==> config.mk <==
export PLATFORM = sky130hd
export DESIGN_NAME = ui_debounce
export DESIGN_NICKNAME = d
export VERILOG_FILES = /design/src/rtl/ui_debounce_pkg.sv /design/src/rtl/ui_debounce_ch.sv /design/src/rtl/ui_debounce.sv
export SDC_FILE = /design/constraint.sdc
export NUM_CORES = 1
export LEC_CHECK = 0
export CAP_MARGIN = 20
export CELL_PAD_IN_SITES_DETAIL_PLACEMENT = 1
export CELL_PAD_IN_SITES_GLOBAL_PLACEMENT = 1
export CORE_ASPECT_RATIO = 1.5
export CORE_MARGIN = 10
export CORE_UTILIZATION = 35
export CTS_BUF_LIST = sky130_fd_sc_hd__clkbuf_4
export DETAILED_ROUTE_END_ITERATION = 8
export HOLD_SLACK_MARGIN = 0.15
export MAX_ROUTING_LAYER = met4
export PLACE_DENSITY = 0.7
export RECOVER_POWER = 100
export SYNTH_ARGS = -nofsm -noshare
export SYNTH_HDL_FRONTEND = slang
export SYNTH_HIERARCHICAL = 1
export SYNTH_SLANG_ARGS = --single-unit
==> constraint.sdc <==
create_clock -name clk -period 1.8 [get_ports clk]
set_input_delay 0.18 -clock clk [delete_from_list [all_inputs] [get_ports clk]]
set_output_delay 0.18 -clock clk [all_outputs]
set_load 0.005 [all_outputs]
==> src/rtl/ui_debounce_pkg.sv <==
// ----------------------------------------------------------------------------
// ui_debounce_pkg
// Purpose : Definitions shared by the UI input conditioning block. Holds the
//           per-channel debounce state encoding and the default timing
//           constants used by the top-level and channel parameters.
// Contents: ch_state_e              - channel FSM state (IDLE / COUNT)
//           DEBOUNCE_CYCLES_DEFAULT - stable cycles needed to accept a level
//                                     (1 ms at 12 MHz)
//           CNT_W_DEFAULT           - debounce counter width
// ----------------------------------------------------------------------------
package ui_debounce_pkg;

  // IDLE : synchronized input matches the held level, counter is zero.
  // COUNT: synchronized input differs, counter is timing the new level.
  typedef enum logic [0:0] {
    CH_IDLE  = 1'b0,
    CH_COUNT = 1'b1
  } ch_state_e;

  localparam int DEBOUNCE_CYCLES_DEFAULT = 12000;
  localparam int CNT_W_DEFAULT           = 16;

endpackage : ui_debounce_pkg

==> src/rtl/ui_debounce_ch.sv <==
// ----------------------------------------------------------------------------
// ui_debounce_ch
// Purpose : One conditioned input channel: 2-flop synchronizer, two-state
//           debounce FSM with a saturating-by-construction counter, and
//           registered rise/fall pulses aligned with the level change.
// Ports   : clk      - rising-edge clock
//           rst_n    - synchronous active-low reset
//           raw_i    - asynchronous pin level
//           bypass_i - 1 = follow the synchronized level every cycle
//           level_o  - debounced level
//           rise_o   - one-cycle pulse on an accepted 0->1 change
//           fall_o   - one-cycle pulse on an accepted 1->0 change
// ----------------------------------------------------------------------------
module ui_debounce_ch
  import ui_debounce_pkg::*;
#(
  parameter int DEBOUNCE_CYCLES = DEBOUNCE_CYCLES_DEFAULT,
  parameter int CNT_W           = CNT_W_DEFAULT
) (
  input  logic clk,
  input  logic rst_n,
  input  logic raw_i,
  input  logic bypass_i,
  output logic level_o,
  output logic rise_o,
  output logic fall_o
);

  // Counter value on the cycle that completes the stable window. With a
  // one-cycle window this is 0, so IDLE accepts immediately.
  localparam logic [CNT_W-1:0] LAST_CNT = CNT_W'(DEBOUNCE_CYCLES - 1);
  localparam logic [CNT_W-1:0] CNT_ONE  = CNT_W'(1);

  logic             sync1_q;
  logic             sync2_q;
  logic             level_q;
  logic             rise_q;
  logic             fall_q;
  logic [CNT_W-1:0] cnt_q;
  ch_state_e        state_q;

  logic             mismatch_s;
  logic             window_done_s;

  // Compare the synchronized level against the held level and the window end.
  always_comb begin
    mismatch_s    = sync2_q ^ level_q;
    window_done_s = (cnt_q == LAST_CNT);
  end

  // Synchronizer, debounce FSM, counter and edge pulses.
  always_ff @(posedge clk) begin
    if (!rst_n) begin
      sync1_q <= 1'b0;
      sync2_q <= 1'b0;
      level_q <= 1'b0;
      rise_q  <= 1'b0;
      fall_q  <= 1'b0;
      cnt_q   <= '0;
      state_q <= CH_IDLE;
    end else begin
      sync1_q <= raw_i;
      sync2_q <= sync1_q;
      rise_q  <= 1'b0;
      fall_q  <= 1'b0;

      if (bypass_i) begin
        // Any pending count is dropped; the level tracks the synchronizer.
        state_q <= CH_IDLE;
        cnt_q   <= '0;
        if (mismatch_s) begin
          level_q <= sync2_q;
          rise_q  <= sync2_q;
          fall_q  <= ~sync2_q;
        end
      end else begin
        case (state_q)
          CH_IDLE: begin
            if (mismatch_s && window_done_s) begin
              level_q <= sync2_q;
              rise_q  <= sync2_q;
              fall_q  <= ~sync2_q;
              cnt_q   <= '0;
            end else if (mismatch_s) begin
              state_q <= CH_COUNT;
              cnt_q   <= CNT_ONE;
            end else begin
              cnt_q   <= '0;
            end
          end
          CH_COUNT: begin
            if (!mismatch_s) begin
              // Input returned before the window closed: glitch rejected.
              state_q <= CH_IDLE;
              cnt_q   <= '0;
            end else if (window_done_s) begin
              state_q <= CH_IDLE;
              cnt_q   <= '0;
              level_q <= sync2_q;
              rise_q  <= sync2_q;
              fall_q  <= ~sync2_q;
            end else begin
              cnt_q   <= cnt_q + CNT_ONE;
            end
          end
          default: begin
            state_q <= CH_IDLE;
            cnt_q   <= '0;
          end
        endcase
      end
    end
  end

  assign level_o = level_q;
  assign rise_o  = rise_q;
  assign fall_o  = fall_q;

endmodule : ui_debounce_ch

==> src/rtl/ui_debounce.sv <==
// ----------------------------------------------------------------------------
// ui_debounce
// Purpose : Conditions WIDTH asynchronous UI pins into debounced levels plus
//           one-cycle rise/fall pulses. Each bit is an independent
//           ui_debounce_ch; the top only fans out the shared bypass control.
// Ports   : clk     - single clock, rising edge
//           rst_n   - synchronous active-low reset
//           ui_raw  - asynchronous package-pin levels
//           bypass  - 1 = skip debounce, pass synchronized levels
//           ui_in   - debounced levels
//           ui_rise - one-cycle pulse per bit on accepted 0->1
//           ui_fall - one-cycle pulse per bit on accepted 1->0
// ----------------------------------------------------------------------------
module ui_debounce
  import ui_debounce_pkg::*;
#(
  parameter int WIDTH           = 8,
  parameter int DEBOUNCE_CYCLES = DEBOUNCE_CYCLES_DEFAULT,
  parameter int CNT_W           = CNT_W_DEFAULT
) (
  input  logic             clk,
  input  logic             rst_n,
  input  logic [WIDTH-1:0] ui_raw,
  input  logic             bypass,
  output logic [WIDTH-1:0] ui_in,
  output logic [WIDTH-1:0] ui_rise,
  output logic [WIDTH-1:0] ui_fall
);

  for (genvar i = 0; i < WIDTH; i++) begin : g_ch
    ui_debounce_ch #(
      .DEBOUNCE_CYCLES (DEBOUNCE_CYCLES),
      .CNT_W           (CNT_W)
    ) u_ch (
      .clk      (clk),
      .rst_n    (rst_n),
      .raw_i    (ui_raw[i]),
      .bypass_i (bypass),
      .level_o  (ui_in[i]),
      .rise_o   (ui_rise[i]),
      .fall_o   (ui_fall[i])
    );
  end

endmodule : ui_debounce

## After elaboration in Yosys (flattened, before gate mapping)

Index checks and enable logic that the tools add are counted.
W data, S select, Z words.

| operators by class | value |
|---|---|
| reductions and logical operators | 17 |
| add/subtract/negate cells | 8 |
| bitwise operators | 25 |
| equality and inequality tests | 40 |
| muxes and demuxes | 224 |

Operator list:

| cell | number |
|---|---|
| $mux W16 | 24 |
| $pmux W16 S2 | 8 |
| $mux W1 | 160 |
| $add A16 B1 Y16 const B | 8 |
| $eq A16 B14 Y1 const B | 8 |
| $pmux W1 S2 | 32 |
| $reduce_and A4 Y1 | 8 |
| $ne A3 B2 Y1 const B | 8 |
| $ne A3 B3 Y1 const B | 8 |
| $not A1 Y1 | 17 |
| $ne A2 B1 Y1 const B | 8 |
| $ne A2 B2 Y1 const B | 8 |
| $logic_and A1 B1 Y1 | 8 |
| $xor A1 B1 Y1 | 8 |
| $reduce_or A2 Y1 | 1 |

| storage, ports and cells | value |
|---|---|
| register bits after elaboration | 176 |
| output and inout port bits | 24 |

## Logic depth before layout (Yosys ltp)

Gate-level depths: netlist (run 1).

| depth | value |
|---|---|
| depth after elaboration | 5 |
| gate-level depth with buffers | 7 |

## By module

The synthesis (run 1) kept the hierarchy.

Modules (own cells, without submodules):

| module | times used | sequential area each (sq um) | area each (sq um) | cells an instance |
|---|---|---|---|---|
| ui_debounce_ch at g_ch[0].u_ch ... | 4 | 440.4 | 1014.7 | 108 |
| ui_debounce_ch at g_ch[5].u_ch ... | 3 | 440.4 | 963.4 | 103 |
| ui_debounce_ch at g_ch[4].u_ch | 1 | 440.4 | 955.9 | 106 |

## Worst setup path before layout (run 1)

Ideal clock, no wire load.

| timing | value |
|---|---|
| path type | reg-to-reg |
| start point | register g_ch[4].u_ch.cnt_q[0] |
| end point | register g_ch[4].u_ch.cnt_q[14] |
| library setup time | 0.070 ns |
| arrival | 1.767 ns |
| slack | -0.037 ns |
| data required time | 1.730 ns |
| buffers on the path | 1 |
| clock period less this slack | 1.837 ns |
| stages on the path, launching flop included | 7 |
| cells stage by stage | dfxtp_1 ha_1 nand3_2 or3_1 buf_2 or4_1 a21oi_1 |

| between the ends | value |
|---|---|
| cells in the longest elaborated chain, start to end | 4 |
| elaborated cells between the ends (all ways) | 5 |

RTL lines:

| element | RTL line | source |
|---|---|---|
| start: declaration | ui_debounce_ch.sv:39 | `logic [CNT_W-1:0] cnt_q;` |
| start signal: assignment | ui_debounce_ch.sv:103 | `cnt_q <= cnt_q + CNT_ONE;` |
| $add A16 B1 Y16 or $eq A16 B14 Y1 (tied branches) | ui_debounce_ch.sv:103, ui_debounce_ch.sv:48 |  |
| $mux W16 (*) | ui_debounce_ch.sv:96 | `end else if (window_done_s) begin` |
| $mux W16 (*) | ui_debounce_ch.sv:92 | `if (!mismatch_s) begin` |
| $pmux W16 S2 (*) | ui_debounce_ch.sv:77 | `case (state_q)` |

Mark *: on every way between the ends. The rest lies on a longest branch, timed or not.
A chain may end at the register's enable or synchronous reset.

## Final worst setup path (run 1)

| timing | value |
|---|---|
| start point | register g_ch[4].u_ch.cnt_q[1] |
| end point | register g_ch[4].u_ch.cnt_q[14] |

Same word-level chain as after synthesis.

==> flow_summary.yaml, run 1 <==
clock_network:
  count_of_buffers_added_by_post_cts_timing_repair_for_setup: 0
  clockBufferDepth: 2
  clock_h_tree_levels: 4
  clock_sinks: 176
  number_of_buffers_created_by_cts: 17
  tritoncts: "done"
  worst_setup_hold_path_clk_slew_ps: 140
  clock_insertion_delay_worst_skew_ps: 570
  clock_tree.root_cell: "sky130_fd_sc_hd__clkbuf_4"
power:
  p_int_mw: 4.72
  power.sequential.fraction: 0.633
  power.switching_fraction: 0.241
  total_switching_power_mw: 1.50
  peakVddDrop_v: 0.000322
  static_leakage_nw: 2.87
  p_comb_frac: 0.027
  power.share.clock: 0.340
  p_per_area_nw_per_um2: 683
grt:
  grt.met1_usage: 0.133
  globalRoute.busiestLayer: "met2"
  largest_net_degree_at_the_start_of_global_routing: 20
  groute.usage.overall: 0.127
  global_route_wire_length_before_repair_mm: 29.9
  gr-usage-met2: 0.230
  grt_antenna_before_repair: 2
  number_of_global_route_vias_before_repair: 6385
  grt_remaining_overflow: 0
  grt.met3_usage: 0.0256
run_status:
  run_status: "completed"
placement:
  preCtsSetupSlack_ps: -19.7
  routabilityCongestion: 0.776
  place.port_buffers: 34
  place.detailed.hpwl_mm: 12.6
  cell_count_post_placement: 1174
worst_setup_path:
  worst_r2r_startpoint: "g_ch[4].u_ch/cnt_q[1]"
  rr_endpoint: "g_ch[4].u_ch/cnt_q[14]"
  crit_required_ps: 2300
  startpoint_type: "flip-flop"
  worst_r2r_path_depth: 5
  maximum_fanout_encountered_on_the_critical_timing_path: 4
  regToRegSetupSlack_ps: 90
  critical_path_arrival_ps: 2210
  endpoint_kind: "flip-flop"
  worstSetupPathType: "reg -> reg"
yosys:
  yosysWarnings: 6
  syn_nets: 882
  ys_types: 43
  syn-cell-area_um2: 7910
  postSynthCellCount: 847
  postSynthAreaPerCell_um2: 9.33
  postSynth.topFlopCell: "sky130_fd_sc_hd__dfxtp_1"
  synth_sequential_area_ratio: 0.446
  synth_enable_flop_cells: 0
  async_reset_ff_frac: 0
  ys_ff_latch: 176
die:
  die_height_um: 204
  core-area_um2: 22300
  floorplan.initialDensity: 0.355
  i_o_pin_total: 35
  placement_row_count: 67
  die_width_um: 143
  fp.dieArea_um2: 29100
drt:
  route.detailed.wl_per_inst_um: 14.2
  via_count: 6251
  drc_errors_left: 0
  vias_per_cell: 5.15
  detail_route.first_pass.iterations: 4
  number_of_antenna_violating_nets_in_the_routed_design: 0
  wirelength_mm: 17.2
  violation_count_after_the_first_detailed_routing_iteration: 220
sta:
  timing.final.setup_violations: 0
  max_transition_margin: 0.633
  post-route-min-period_ps: 1710
  timing.final.hold_violations: 0
  timing_worst_slew_pin_value_ps: 551
  finalSetupTns_ps: 0
  drv_slew: 0
  postLayoutSetupSlackWorst_ps: 86.6
  fin_skew_ps: 21.2
  fmax_ghz: 0.584
  period_share: 0.952
  rsz0062_at_grt: "no"
worst_hold_path:
  worstHoldPathCells: 2
  hold_class: "in -> reg"
  hold_path.startpoint: "ui_raw[3]"
  hold_path_end: "g_ch[3].u_ch/sync1_q"
layout:
  final_cells: 1214
  nNetsFinal: 959
  drive_above_1_share: 0.123
  fillers: 2616
  area_growth_from_synthesis_to_final_layout_pct: 15.2
flow_run:
  cap_viol_max_count: 0
==> sequential cells by signal, indices dropped and copies added, names as in the netlist <==
| name | flops |
|---|---|
| g_ch.u_ch/rise_o | 8 |
| g_ch.u_ch/level_o | 8 |
| g_ch.u_ch/sync2_q | 8 |
| g_ch.u_ch/state_q | 8 |
| g_ch.u_ch/sync1_q | 8 |
| g_ch.u_ch/fall_o | 8 |
| g_ch.u_ch/cnt_q | 128 |
==> cell usage in the layout, fill, tap and decap left out, types with 20 or more instances in the layout <==
cell / n
sky130_fd_sc_hd__dfxtp_1: 167
sky130_fd_sc_hd__nor2_1: 129
sky130_fd_sc_hd__xnor2_1: 63
sky130_fd_sc_hd__nand2_1: 57
sky130_fd_sc_hd__nand4_1: 49
sky130_fd_sc_hd__xor2_1: 46
sky130_fd_sc_hd__nand3_1: 33
sky130_fd_sc_hd__inv_1: 29
sky130_fd_sc_hd__nor4_1: 28
sky130_fd_sc_hd__buf_4: 26
sky130_fd_sc_hd__nor3_1: 23
sky130_fd_sc_hd__dlygate4sd3_1: 23
sky130_fd_sc_hd__ha_1: 21
sky130_fd_sc_hd__clkbuf_4: 20
==> routing by layer <==
| metal | routed length, um | vias up |
|---|---|---|
| li1 | - | 3143 |
| met1 | 7250 | 3039 |
| met2 | 9200 | 56 |
| met3 | 540 | 13 |
| met4 | 207 | 0 |
| met5 | 0 | - |
==> worst max-delay path: stages (launching register included) <==
cell                      delay [ps]
sky130_fd_sc_hd__dfxtp_2         380
sky130_fd_sc_hd__ha_4            160
sky130_fd_sc_hd__nand3_4          70
sky130_fd_sc_hd__or3_4           390
sky130_fd_sc_hd__or4_1           520
sky130_fd_sc_hd__a21oi_2         140
==> power by group through the flow <==
| stage | sequential (mW) | clock, mW | combinational, mW |
|---|---|---|---|
| 2_1_floorplan | 4.02 | 0 | 0.0610 |
| 3_3_place_gp | 4.02 | 0 | 0.159 |
| 3_5_place_dp | 4.02 | 0 | 0.164 |
| 4_1_cts | 3.94 | 2.26 | 0.176 |
| 5_1_grt | 3.95 | 2.40 | 0.192 |
| 6_report | 3.94 | 2.11 | 0.168 |
==> synthesized netlist by cell type (13+ instances only) <==
cell | n | area, um2
sky130_fd_sc_hd__and2_1 | 34 | 213
sky130_fd_sc_hd__and4_1 | 13 | 114
sky130_fd_sc_hd__buf_2 | 13 | 65.1
sky130_fd_sc_hd__dfxtp_1 | 176 | 3520
sky130_fd_sc_hd__ha_1 | 24 | 300
sky130_fd_sc_hd__inv_1 | 29 | 109
sky130_fd_sc_hd__nand2_1 | 57 | 214
sky130_fd_sc_hd__nand3_1 | 33 | 165
sky130_fd_sc_hd__nand4_1 | 48 | 300
sky130_fd_sc_hd__nor2_1 | 129 | 484
sky130_fd_sc_hd__nor3_1 | 24 | 120
sky130_fd_sc_hd__nor4_1 | 28 | 175
sky130_fd_sc_hd__xnor2_1 | 63 | 552
sky130_fd_sc_hd__xor2_1 | 46 | 403
==> layout make-up <==
| class | count | area (um2) | area share |
|---|---|---|---|
| timing repair buffer | 79 | 667 | 0.0732 |
| inverter | 29 | 109 | 0.0120 |
| multi-input combinational | 621 | 4190 | 0.460 |
| clock buffer | 19 | 143 | 0.0157 |
| antenna | 1 | 2.50 | 0.000275 |
| clock inverter | 13 | 114 | 0.0125 |
| sequential | 176 | 3530 | 0.388 |
| tap | 276 | 345 | 0.0379 |
==> cell families (layout without fill, tap and decap cells) <==
family	count (synthesis)	count (layout)	synth area share
XOR/XNOR	109	109	0.121
other	0	1	0
buffers and inverters	50	140	0.0315
multiplexers	1	1	0.00127
flip-flops	176	176	0.446
adder cells (fa/ha/maj)	24	24	0.0380
AND/OR/NAND/NOR	434	434	0.313
AO/OA/AOI/OAI	53	53	0.0502
==> how the worst max path moves through the flow <==
stage	startpoint	end	depth (start not counted)
4_1_cts	g_ch[7].u_ch/level_o	ui_in[7]	1
6_report	g_ch[4].u_ch/cnt_q[1]	g_ch[4].u_ch/cnt_q[14]	5
3_3_place_gp	g_ch[4].u_ch/level_o	g_ch[4].u_ch/rise_o	6
5_1_grt	g_ch[0].u_ch/cnt_q[1]	g_ch[0].u_ch/level_o	6
3_5_place_dp	g_ch[4].u_ch/level_o	g_ch[4].u_ch/fall_o	6
2_1_floorplan	g_ch[4].u_ch/cnt_q[1]	g_ch[4].u_ch/cnt_q[14]	6
==> metrics by stage <==
stage / power [mW] / instance area (um2) / util / hold WS [ps]
finish: 6.22 / 9110 / 0.408 / 255
global route: 6.54 / 9110 / 0.408 / 205
CTS: 6.38 / 9090 / 0.408 / 201
detailed placement: 4.19 / 8750 / 0.393 / 424
global placement: 4.18 / 8750 / 0.393 / 414
floorplan: 4.08 / 7920 / - / 297
==> timing repair <==
item / 4_1_cts / 5_1_grt
resized for setup: 4 / 15
hold buffers: 7 / 0
endpoints found under the setup margin: 5 / 39
pin swaps: 0 / 1
hold endpoints to repair: 26 / 0
Note: power is estimated with default switching activity, not from simulation.
==> run 2, diff against run 1 <==
- CAP_MARGIN: 20 -> unset
==> results of run 2 <==
Final layout, timing and power as in run 1 (identical DEF).
